File: config.mk
export PLATFORM = sky130hd
export DESIGN_NAME = game_match_ctrl
export DESIGN_NICKNAME = d
export VERILOG_FILES = /design/src/rtl/game_match_ctrl.sv
export SDC_FILE = /design/constraint.sdc
export NUM_CORES = 1
export LEC_CHECK = 0
export ABC_AREA = 1
export CAP_MARGIN = 20
export CORE_AREA = 2 2 52 54
export DETAILED_ROUTE_END_ITERATION = 12
export DIE_AREA = 0 0 54 56
export GPL_ROUTABILITY_DRIVEN = 0
export HOLD_SLACK_MARGIN = 0.08
export PLACE_DENSITY_LB_ADDON = 0.3
export SLEW_MARGIN = 5
export SYNTH_ARGS = -nofsm -noshare
export SYNTH_HDL_FRONTEND = slang
export SYNTH_SLANG_ARGS = --single-unit
File: constraint.sdc
create_clock -name Clk -period 1.66 [get_ports Clk]
set_clock_uncertainty 0.1 [all_clocks]
set_input_delay 0.332 -clock Clk [delete_from_list [all_inputs] [get_ports Clk]]
set_output_delay 0.332 -clock Clk [all_outputs]
set_load 0.005 [all_outputs]
File: src/rtl/game_match_ctrl.sv
// Match-level light-cycle FSM: menu, countdown, live round, per-player scoring, best-of termination.
// Latency: all outputs registered, one Clk after the causing input. No backpressure; Alive/keycode sampled every cycle.
// Optional GAME_PAUSE_EN: Esc in ROUND_ACTIVE enters HOLD; next Esc resumes through a fresh COUNTDOWN.
module game_match_ctrl #(
  parameter int          NUM_PLAYERS      = 2,
  parameter int          WIN_ROUNDS       = 3,
  parameter int          COUNTDOWN_CYCLES = 3,
  parameter logic [7:0]  START_KEY        = 8'h28,
  localparam int         PW               = $clog2(NUM_PLAYERS),
  localparam int         SW               = $clog2(WIN_ROUNDS + 1),
  localparam int         CW               = $clog2(COUNTDOWN_CYCLES + 1)
) (
  input  logic                      Clk,
  input  logic                      Reset,
  input  logic                      Reset_Round,
  input  logic [7:0]                keycode,
  input  logic [NUM_PLAYERS-1:0]    Alive,
  output logic [2:0]                Game_State,
  output logic [NUM_PLAYERS*SW-1:0] Scores,
  output logic [PW-1:0]             Round_Winner,
  output logic                      Round_Draw,
  output logic [PW-1:0]             Match_Winner,
  output logic                      Round_Start,
  output logic [CW-1:0]             Countdown
);

  localparam int         AW      = $clog2(NUM_PLAYERS + 1);
  localparam logic [7:0] ESC_KEY = 8'h29;

  typedef enum logic [2:0] {
    MENU         = 3'd0,
    ROUND_PAUSED = 3'd1,
    COUNTDOWN    = 3'd2,
    ROUND_ACTIVE = 3'd3,
    ROUND_OVER   = 3'd4,
    MATCH_OVER   = 3'd5,
    HOLD         = 3'd6
  } state_t;

  state_t                    state_q, state_d;
  logic [7:0]                prev_key_q;
  logic [NUM_PLAYERS*SW-1:0] scores_q, scores_d;
  logic [PW-1:0]             winner_q, winner_d;
  logic                      draw_q, draw_d;
  logic [PW-1:0]             match_q, match_d;
  logic                      start_q, start_d;
  logic [CW-1:0]             cd_q, cd_d;

  logic                      key_evt;
  logic [AW-1:0]             alive_cnt;
  logic [PW-1:0]             alive_idx;
  logic [SW-1:0]             win_score, win_next;

  // A held key produces exactly one event; prev_key_q clears on reset.
  assign key_evt = (keycode != 8'h00) && (prev_key_q == 8'h00);

  always_comb begin
    alive_cnt = '0;
    alive_idx = '0;
    for (int i = 0; i < NUM_PLAYERS; i++) begin
      if (Alive[i]) begin
        alive_cnt = alive_cnt + 1'b1;
        alive_idx = PW'(i);
      end
    end
  end

  assign win_score = scores_q[alive_idx*SW +: SW];
  assign win_next  = (win_score >= SW'(WIN_ROUNDS)) ? SW'(WIN_ROUNDS) : win_score + 1'b1;

  always_comb begin
    state_d  = state_q;
    scores_d = scores_q;
    winner_d = winner_q;
    draw_d   = draw_q;
    match_d  = match_q;
    cd_d     = '0;

    case (state_q)
      MENU: begin
        if (key_evt && keycode == START_KEY) begin
          state_d  = ROUND_PAUSED;
          scores_d = '0;
          winner_d = '0;
          draw_d   = 1'b0;
          match_d  = '0;
        end
      end

      ROUND_PAUSED: begin
        if (key_evt) begin
          state_d = COUNTDOWN;
          cd_d    = CW'(COUNTDOWN_CYCLES);
        end
      end

      COUNTDOWN: begin
        if (Reset_Round) begin
          state_d = ROUND_PAUSED;
        end else if (cd_q == CW'(1)) begin
          state_d = ROUND_ACTIVE;
        end else begin
          cd_d = cd_q - 1'b1;
        end
      end

      ROUND_ACTIVE: begin
        if (Reset_Round) begin
          state_d = ROUND_PAUSED;
`ifdef GAME_PAUSE_EN
        end else if (key_evt && keycode == ESC_KEY) begin
          state_d = HOLD;
`endif
        end else if (alive_cnt == AW'(1)) begin
          scores_d[alive_idx*SW +: SW] = win_next;
          winner_d = alive_idx;
          draw_d   = 1'b0;
          if (win_next == SW'(WIN_ROUNDS)) begin
            state_d = MATCH_OVER;
            match_d = alive_idx;
          end else begin
            state_d = ROUND_OVER;
          end
        end else if (alive_cnt == '0) begin
          draw_d  = 1'b1;
          state_d = ROUND_OVER;
        end
      end

      ROUND_OVER: begin
        if (key_evt) state_d = ROUND_PAUSED;
      end

      MATCH_OVER: begin
        if (key_evt) state_d = MENU;
      end

`ifdef GAME_PAUSE_EN
      HOLD: begin
        // Resume through a full countdown so players get a restart warning.
        if (key_evt && keycode == ESC_KEY) begin
          state_d = COUNTDOWN;
          cd_d    = CW'(COUNTDOWN_CYCLES);
        end
      end
`endif

      default: state_d = MENU;
    endcase

    start_d = (state_q != ROUND_ACTIVE) && (state_d == ROUND_ACTIVE);
  end

  always_ff @(posedge Clk) begin
    if (Reset) begin
      state_q    <= MENU;
      prev_key_q <= 8'h00;
      scores_q   <= '0;
      winner_q   <= '0;
      draw_q     <= 1'b0;
      match_q    <= '0;
      start_q    <= 1'b0;
      cd_q       <= '0;
    end else begin
      state_q    <= state_d;
      prev_key_q <= keycode;
      scores_q   <= scores_d;
      winner_q   <= winner_d;
      draw_q     <= draw_d;
      match_q    <= match_d;
      start_q    <= start_d;
      cd_q       <= cd_d;
    end
  end

  assign Game_State   = state_q;
  assign Scores       = scores_q;
  assign Round_Winner = winner_q;
  assign Round_Draw   = draw_q;
  assign Match_Winner = match_q;
  assign Round_Start  = start_q;
  assign Countdown    = cd_q;

endmodule
---- After elaboration in Yosys (flattened, before gate mapping) ----
Index checks and enable logic that the tools add are counted.
word-level totals
  register bits after elaboration ......... 21
  bits in latches ......................... 0
  RAM bits ................................ 0
  ROM bits ................................ 0
  input bits .............................. 13
  memories ................................ 0
operators by class
  add/subtract/negate cells ............... 4
  multiply operators ...................... 0
  divide/modulo/power cells ............... 0
  $lt $le $gt $ge ......................... 1
  equality and inequality tests ........... 16
  shifts and indexed selects .............. 3
  muxes and demuxes ....................... 36
  bitwise logic cells ..................... 0
  reductions and logical operators ........ 11
operators by type and width
  operator                                              count
  negator 2 -> 34 bit                                   1
  variable shift 2 x 34 -> 4 bit, first input constant  1
  indexed part select 2 x 34 -> 4 bit                   1
  2-to-1 mux 3 bit                                      9
  case mux 3 bit (6 select lines)                       1
  2-to-1 mux 1 bit                                      12
  2-to-1 mux 4 bit                                      3
  2-to-1 mux 2 bit                                      5
  equality test 3 x 2 -> 1 bit, second input constant   3
  equality test 8 x 6 -> 1 bit, second input constant   1
  logical NOT 8 bit                                     1
  != test 2 bit, second input constant                  4
  case mux 4 bit (2 select lines)                       1
  AND reduction 4 bit                                   2
  nonzero test 8 bit                                    1
  equality test 3 bit, second input constant            2
  case mux 1 bit (2 select lines)                       3
  AND reduction 5 bit                                   1
  adder 2 x 1 -> 2 bit, second input constant           2
  bitwise mux 4 bit                                     1
  equality test 2 x 1 -> 1 bit, second input constant   2
  case mux 2 bit (2 select lines)                       1
  indexed part select 4 x 3 -> 2 bit                    1
  equality test 3 x 1 -> 1 bit, second input constant   1
  9 further kinds                                       11

---- Depth between registers and ports, before layout ----
Gate-level depths: netlist (run 1).
  word-level depth ........................ 11
  depth in mapped cells ................... 10

---- Least setup slack after synthesis (run 1) ----
No wires, ideal clock.
  kind .................................... in2reg
  start point ............................. input port Alive[1]
  end point ............................... register start_q (netlist: Round_Start)
  setup time .............................. 0.064 ns
  arrival time ............................ 1.354 ns
  slack ................................... 0.142 ns
  cell stages on the path ................. 9
  buffers on the path ..................... 0
  path through ............................ inv_2 ha_1 inv_1 nand3_1 nand2_1 nand4_1 a21oi_2 nand3_1 nor2_1
between the ends
  word-level cells in the longest chain between the ends .. 11
  elaborated cells between the ends (all ways) .. 16
  classes of those cells .................. add/sub: 1; order compare: 1; eq/ne: 3; shift: 1; mux: 8; reduce/logical: 2
ends and longest elaborated chain
  item                                                                       RTL line  RTL
  from (decl)                                                                17        input logic [NUM_PLAYERS-1:0] Alive,
  2-to-1 mux 1 bit                                                           61        if (Alive[i]) begin
  indexed part select 4 x 3 -> 2 bit                                         68        assign win_score = scores_q[alive_idx*SW +: SW];
  adder 2 x 1 -> 2 bit or greater-or-equal comparator 2 bit (tied branches)  69        assign win_next = (win_score >= SW'(WIN_ROUNDS)) ? SW'(WIN_ROUNDS) : win_score + 1'b1;
  2-to-1 mux 2 bit                                                           69
  equality test 2 bit                                                        118       if (win_next == SW'(WIN_ROUNDS)) begin
  2-to-1 mux 1 bit                                                           118
  2-to-1 mux 3 bit (*)                                                       114       end else if (alive_cnt == AW'(1)) begin
  2-to-1 mux 3 bit (*)                                                       108       if (Reset_Round) begin
  case mux 3 bit (6 select lines) (*)                                        79        case (state_q)
  equality test 3 x 2 -> 1 bit (*)                                           151       start_d = (state_q != ROUND_ACTIVE) && (state_d == ROUND_ACTIVE);
  logical AND 1 bit (*)                                                      151
  to (signal assigned)                                                       171       start_q <= start_d;
  to (decl)                                                                  46        logic start_q, start_d;
Mark *: on every way between the ends. The rest lies on a longest branch, timed or not.
A chain may end at the register's enable or synchronous reset.

---- Final worst setup path (run 1) ----
  start point ............................. register state_q[1] (netlist: Game_State[1])
  end point ............................... output port Game_State[1]
RTL lines
  item                    RTL line  RTL
  from (decl)             40        state_t state_q, state_d;
  from (signal assigned)  165       state_q <= state_d;
  to (decl)               18        output logic [2:0] Game_State,
No word-level cell between the ends.

==> results of run 1 <==
==> metrics by stage <==
stage / hold WS, ns / std cells / util [%]
floorplan: 0.338 / 160 / -
global placement: 0.331 / 229 / 62.4
detailed placement: 0.338 / 229 / 62.4
global route: 0.157 / 235 / 68.2
finish: 0.147 / 235 / 68.2
CTS: 0.356 / 235 / 65.0
==> power breakdown <==
group | total (mW) | internal (mW) | leakage, nW | switching (mW)
Combinational | 0.107 | 0.0502 | 0.606 | 0.0568
Sequential | 0.513 | 0.511 | 0.176 | 0.00249
Clock | 0.264 | 0.0921 | 0.0139 | 0.172
Total | 0.884 | 0.653 | 0.796 | 0.231
==> worst paths after layout <==
| path | to | slack (ns) |
|---|---|---|
| worst max-delay path | Game_State[1] | 0.05 |
| worst min-delay path | prev_key_q[7] | 0.15 |
| worst max register to register | Scores[3] | 0.09 |
| worst min register to register | Round_Winner | 0.35 |
==> state kept, by name (all words and copies together) (netlist names) <==
name / count
prev_key_q: 8
Countdown: 2
Game_State: 3
Round_Winner: 1
Match_Winner: 1
Scores: 4
Round_Draw: 1
Round_Start: 1
==> final cells by class <==
class | instances | area [sq um]
flip-flops and latches | 21 | 435
inverters | 27 | 106
well taps | 30 | 37.5
multi-input cells | 111 | 649
clock buffers | 3 | 22.5
fillers | 207 | 773
clock inverters | 1 | 7.51
repair buffers | 42 | 400
==> cells in the final DEF (no fill, tap or decap) <==
cell              n
nand2_4           1
nor3_1            1
dfxtp_4           2
nand3_4           1
nand4_2           1
buf_4            17
a32oi_1           1
o21ai_1           1
nand2_2           4
o31ai_1           1
a21oi_2           1
o21ai_2           1
clkinvlp_4        1
o21ai_0           2
nand3_2           2
dfxtp_1          13
clkdlybuf4s50_1  13
inv_2             8
dfxtp_2           6
nand4_1           8
nor3_2            2
ha_1              3
a21oi_1           9
nor2_4            2
o21ai_4           1
nor2_2            3
inv_4             2
nor2_8            1
clkbuf_4          3
nand2_1          30
nor2_1           25
dlymetal6s2s_1   10
nand3_1           8
a21oi_4           2
inv_1            17
dlygate4sd2_1     2
==> metal layers <==
metal / vias to the layer above / global-route usage [%] / share of wire (%)
met2: 24 / 37.8 / 55
li1: 603 / - / -
met4: 0 / 6.43 / 1.2
met5: - / 0 / 0
met3: 5 / 6.18 / 4.0
met1: 519 / 22.7 / 40
==> cells by family (layout without fill, tap and decap cells) <==
group	Yosys count	count (layout)	synth area share, %
AOI/OAI and AO/OA	18	19	11.0
and+or+nand+nor	89	89	38.1
DFF	21	21	37.6
adders and majority gates	3	3	3.36
buffers and inverters	29	73	9.96
==> repair_timing <==
item,4_1_cts,5_1_grt
setup endpoints to repair,10,19
endpoints found under the hold margin,0,0
buffers inserted,1,0
gates resized for setup,9,29
gates cloned,1,0
pin swaps,2,9
==> reports/metrics.cfg, run 1 <==
[status]
outcome = complete, no violations

[power_and_ir_drop]
finalPower_mw = 0.884
p_leak_nw = 0.796
p_per_area_nw_per_um2 = 533
max-vdd-ir-drop_v = 0.000527

[finish]
nNetsFinal = 222
syn_to_final_growth_pct = 48.3
final_layout_size_suffix_gt1_share_pct = 29.8
final_area_sq_um = 1660
diodes = 0

[worst_hold_path]
whs_path_depth = 3
hp-class = in -> reg
worstHoldStart = keycode[7]

[global_routing]
antenna_found_initial = 0
grt_max_degree = 14
groute.usage.overall_pct = 21.1
grt_pass1_vias = 1141
grt_pass1_wl_um = 4730
grt.overflow.total = 0

[drt]
wire_per_inst_um = 12.0
drt_iter0_markers = 22
drc = 0
viasPerCell = 4.90
routed_wl_um = 2830
detail_route.first_pass.iterations = 4
antenna_left = 0
vias = 1151

[setup_path]
r2r-start = prev_key_q[7]
cp_cell_sequence = clkdlybuf4s50_1
crit_arrival_ns = 1.18
cp_num_buf_inv = 1
reg2regPathDepth = 7
critPathKind = reg -> out
cp-startpoint = Game_State[1]
critPathTopFamily = buffers and inverters
crit_path_start_kind = flip-flop
slowest_stage = clkdlybuf4s50_1
end_kind = primary output
crit_path_max_incr_delay_ns = 0.50
cp_max_fo = 2
critPathRequiredTime_ns = 1.23
cp.depth = 1

[synthesis]
ys_seq_area_share_pct = 37.6
ys.flop_type = dfxtp_1
ys_seq_elements = 21
synth-warning-count = 0
yosys.area.top_type = dfxtp_1
synth_top_area_share_pct = 37.6
syn_nets = 176
ys_async_sr_fraction_pct = 0
synth_enable_flop_cells = 0
synthTopCellsByArea = dfxtp_1, nand2_1, nor2_1
yosysMostFrequentCell = nand2_1
yosys-top-cells-count = nand2_1, nor2_1, dfxtp_1
syn_inst = 160
synth_area_sq_um = 1120
post_synth.cell_area_avg_sq_um = 6.99
synthDistinctLibCells = 27

[sta]
period_needed_ns = 1.61
worstMarginPinSlew_ns = 0.419
final_hold_viol_count = 0
tns_ns = 0
finalWorstSetupSlack_ns = 0.0496
setup_viol = 0
post-route-period-util_pct = 97.0
slew-limit-headroom_pct = 72.0
finalMaxSlewViolations = 0
maxClockFrequency_mhz = 621

[floorplan]
die-area_sq_um = 3020
die_x_um = 54
core_area_sq_um = 2430
die_h_um = 56
initial_core_util_pct = 46.0
num_io_pins = 26
rows = 18

[clock_network]
clk_pin_slew_ns = 0.13
cts_tree = done
cts_max_level = 1
numCtsBuffers = 3
cts_root_buf = clkbuf_4
clock_sinks = 21
clockBufferDepth = 2
worstSkewPairLatency_ns = 0.32
cts_hold_buf = 0

[placement]
portBuffers = 25
dp_hpwl_um = 2110
dpl_cell_area_sq_um = 1520
dp_slack_ns = -0.470

[run]
maxCapViolCount = 0

Power figures use the tool's default switching activity.
==> run 2: changes to the inputs <==
CAP_MARGIN = 10   (was 20)
TNS_END_PERCENT = 5   (was unset)
==> run 2 against run 1 <==
Effect of this change:
- combinational power is essentially flat
- non-clock buffer count is the same
- clock power grew 2%
- design area shrank 1.7%
- sequential power is essentially flat
- sequential share of layout area grew 0.46 points
- critical path type unchanged
- largest power group unchanged
==> reports/metrics.cfg, run 2 (synthesis gave the netlist of run 1 again) <==
[clock_network]
clockBufferDepth = 2
worstSkewPairLatency_ns = 0.32
clk_pin_slew_ns = 0.13
clock_sinks = 21
numCtsBuffers = 3
cts_root_buf = clkbuf_4
cts_max_level = 1
cts_hold_buf = 0
cts_tree = done

[drt]
antenna_left = 0
drc = 0
viasPerCell = 4.99
wire_per_inst_um = 12.0
detail_route.first_pass.iterations = 4
routed_wl_um = 2820
drt_iter0_markers = 28
vias = 1172

[setup_path]
critPathTopFamily = buffers and inverters
crit_path_start_kind = flip-flop
reg2regPathDepth = 7
critPathKind = reg -> out
end_kind = primary output
cp_cell_sequence = clkdlybuf4s50_1
r2r-start = prev_key_q[7]
cp_num_buf_inv = 1
slowest_stage = clkdlybuf4s50_1
cp_max_fo = 4
crit_arrival_ns = 1.22
crit_path_max_incr_delay_ns = 0.51
endpoint = Game_State[2]
cp.depth = 1
r2r_slack_ns = 0.08
critPathRequiredTime_ns = 1.23
cp-startpoint = Game_State[2]
timing.rr.end = Scores[1]

[power_and_ir_drop]
max-vdd-ir-drop_v = 0.000544
p_sw_mw = 0.233
p_per_area_nw_per_um2 = 545
clkPwrFrac_pct = 30.2
switching_share_pct = 26.3
power.internal_mw = 0.655
p_leak_nw = 0.721
power_frac_seq_pct = 57.8
power_frac_comb_pct = 12.0

[finish]
final_common_cell = nand2_1
syn_to_final_growth_pct = 45.7
final_cell_mix = nand2_1, nor2_1, clkdlybuf4s50_1
final_core_util_pct = 67.0
diodes = 0
final_area_sq_um = 1630
max_flop_register = prev_key_q
nNetsFinal = 222
largest_reg_flops = 8
final_cells = 235
final_layout_size_suffix_gt1_share_pct = 28.3

[global_routing]
grt_pass1_wl_um = 4660
antenna_found_initial = 0
groute.usage.overall_pct = 20.8
grt_pass1_vias = 1132
grt_max_degree = 14
grt.overflow.total = 0

[floorplan]
initial_core_util_pct = 46.0
num_io_pins = 26
core_area_sq_um = 2430
die_h_um = 56
die_x_um = 54
rows = 18
die-area_sq_um = 3020

[placement]
dpl_cell_area_sq_um = 1520
dp_hpwl_um = 2110
placed_cells = 229
portBuffers = 25

[sta]
finalMaxSlewViolations = 0
worstMarginPinSlew_ns = 0.419
hold_ws_ns = 0.146
final_hold_viol_count = 0
setup_viol = 0
slew-limit-headroom_pct = 71.9
grt_setup_unrepaired = yes
period_needed_ns = 1.65
maxClockFrequency_mhz = 605
tns_ns = 0
post-route-period-util_pct = 99.5

[worst_hold_path]
hp-class = in -> reg

[status]
outcome = complete, no violations

[run]
maxCapViolCount = 0

[run 2: metal layers]
layer  GRT usage [%]  vias to the layer above  wire, um
met1            22.2                      542      1110
met5               0                        -         0
met4            6.43                        0        32
met2            37.5                       22      1590
met3            6.18                        4        94
li1                -                      604         -
[run 2: final cells by class]
| cell class | count | area [sq um] |
|---|---|---|
| Fill cell | 213 | 802 |
| Multi-Input combinational cell | 111 | 641 |
| Sequential cell | 21 | 435 |
| Timing Repair Buffer | 42 | 383 |
| Inverter | 27 | 104 |
| Tap cell | 30 | 37.5 |
| Clock buffer | 3 | 22.5 |
| Clock inverter | 1 | 7.51 |
[run 2: how the worst min path moves through the flow]
stage                     to  depth (start not counted)         start
3_5_place_dp    Round_Winner                          2  Round_Winner
6_report       prev_key_q[7]                          3    keycode[7]
3_3_place_gp    Round_Winner                          2  Round_Winner
4_1_cts         Round_Winner                          2  Round_Winner
5_1_grt        prev_key_q[7]                          3    keycode[7]
2_1_floorplan   Round_Winner                          2  Round_Winner
[run 2: what timing repair did]
action                                  in CTS  in global routing
setup buffers                                0                  1
resized for setup                            8                 19
gates cloned                                 0                  1
pin swaps                                    1                  5
endpoints found under the setup margin      10                 20
[run 2: power by group through the flow]
stage                     Sequential (mW)  Combinational, mW  Clock (mW)
after global routing                0.514              0.120       0.291
after global placement              0.528             0.0998           0
after CTS                           0.515              0.103       0.269
after detailed placement            0.528              0.103           0
final                               0.513              0.107       0.268
after floorplan                     0.527             0.0444           0
[run 2: through the flow]
stage / total power, mW / setup slack [ns]
after CTS: 0.887 / -0.00953
after global placement: 0.628 / -0.420
after detailed placement: 0.632 / -0.470
final: 0.888 / 0.00774
after floorplan: 0.572 / 0.142
after global routing: 0.925 / -0.0527
==> run 3: changes to the inputs <==
CTS_BUF_LIST = sky130_fd_sc_hd__clkbuf_16   (was unset)
SLEW_MARGIN = 20   (was 5)
==> run 3 against run 2 <==
Effect of this change:
- count of clock-buffer cells in the layout did not move
- clock power is 97% higher
- design area is 5.8% higher
- register-to-register slack got worse by 0.04 ns
- critical path type is now reg -> reg
- largest cell class unchanged
==> reports/metrics.cfg, run 3 (synthesis gave the netlist of run 1 again) <==
[status]
outcome = complete, no violations

[drt]
wire_per_inst_um = 13.2
detail_route.first_pass.iterations = 4
drt_iter0_markers = 35
antenna_left = 0
routed_wl_um = 3120
viasPerCell = 5.07
vias = 1197
drc = 0

[clock_network]
cts_tree = done
clockBufferDepth = 2
clk_pin_slew_ns = 0.06
clock_sinks = 21
numCtsBuffers = 3
cts_max_level = 1
worstSkewPairLatency_ns = 0.26
cts_root_buf = clkbuf_16
cts_hold_buf = 0

[global_routing]
grt_max_degree = 14
grt.overflow.total = 0
grt_pass1_wl_um = 5040
groute.usage.overall_pct = 22.1
antenna_found_initial = 0
grt_pass1_vias = 1193

[run]
maxCapViolCount = 0

[setup_path]
slowest_stage = dfxtp_2
end_kind = flip-flop
critPathRequiredTime_ns = 1.74
cp_cell_sequence = inv_2 > nand2_2 > nor2_4 > inv_4 > o21ai_4 > buf_4 > nand4_1 > a21oi_2
critPathKind = reg -> reg
crit_arrival_ns = 1.71
cp_max_fo = 8
crit_path_max_incr_delay_ns = 0.34
crit_path_start_kind = flip-flop
reg2regPathDepth = 8

[floorplan]
die-area_sq_um = 3020
core_area_sq_um = 2430
rows = 18
die_x_um = 54
die_h_um = 56
num_io_pins = 26
initial_core_util_pct = 46.0

[finish]
diodes = 0
max_flop_register = prev_key_q
final_cell_mix = nand2_1, nor2_1, dfxtp_1
final_area_sq_um = 1730
final_common_cell = nand2_1
largest_reg_flops = 8
syn_to_final_growth_pct = 54.3
nNetsFinal = 223
final_layout_size_suffix_gt1_share_pct = 29.6

[worst_hold_path]
hp-class = in -> reg
whs_path_depth = 3

[sta]
maxClockFrequency_mhz = 616
period_needed_ns = 1.62
final_hold_viol_count = 0
worstMarginPinSlew_ns = 0.500
finalWorstSetupSlack_ns = 0.0359
slew-limit-headroom_pct = 66.5
post-route-period-util_pct = 97.8
hold_ws_ns = 0.220
finalMaxSlewViolations = 0
setup_viol = 0

[placement]
dp_slack_ns = -0.470
dp_hpwl_um = 2110
portBuffers = 25
dpl_cell_area_sq_um = 1520

[power_and_ir_drop]
max-vdd-ir-drop_v = 0.000816
p_leak_nw = 0.790
finalPower_mw = 1.16
p_per_area_nw_per_um2 = 672

==> run 3: cell count changes in the layout (fill, tap and decap cells not counted), sizes merged <==
cell	before	now
dlymetal6s2s	3	8
buf	17	18
clkdlybuf4s50	20	15
==> run 3: timing repair <==
item,CTS,global route
setup buffers,0,2
cloned,1,0
resized for setup,17,18
pin swaps,7,12
endpoints found under the setup margin,14,13
==> run 3: layer usage <==
metal	share of wire, %	up-vias	track usage (%)
met2	56	33	40.2
li1	-	611	-
met1	39	551	25.0
met5	0	-	0
met4	0.29	0	3.57
met3	4.6	2	6.18
==> run 3: final timing paths <==
kind	slack [ns]	endpoint	from
max	0.04	Scores[0]	Game_State[2]
min	0.22	prev_key_q[1]	keycode[1]
max reg2reg	0.04	Scores[0]	Game_State[2]
min reg2reg	0.34	Round_Winner	Round_Winner
==> run 3: worst max-delay path, delay by kind of cell (launching register included) <==
kind,cells,cell delay [ns]
flip-flops,1,0.34
AND/OR/NAND/NOR,3,0.35
buffers and inverters,3,0.38
AO/OA/AOI/OAI,2,0.37
==> run 3: layout make-up <==
cell class	count	area [sq um]
clock inverters	1	7.51
inverters	27	104
multi-input cells	111	672
well taps	30	37.5
flip-flops and latches	21	423
fillers	199	707
clock buffers	3	75.1
repair buffers	43	407
==> run 3: stage by stage <==
stage,instances,utilization (%),setup TNS (ns)
floorplan,160,-,0
global placement,229,62.4,-3.80
detailed placement,229,62.4,-4.37
CTS,234,68.2,-0.0162
global route,236,70.9,-0.00762
finish,236,70.9,0
==> run 3: power by group <==
part | internal (mW) | leakage [nW] | total (mW) | switching (mW)
combinational | 0.0535 | 0.581 | 0.114 | 0.0606
sequential | 0.514 | 0.172 | 0.517 | 0.00256
clock | 0.327 | 0.0371 | 0.529 | 0.202
total | 0.894 | 0.790 | 1.16 | 0.265
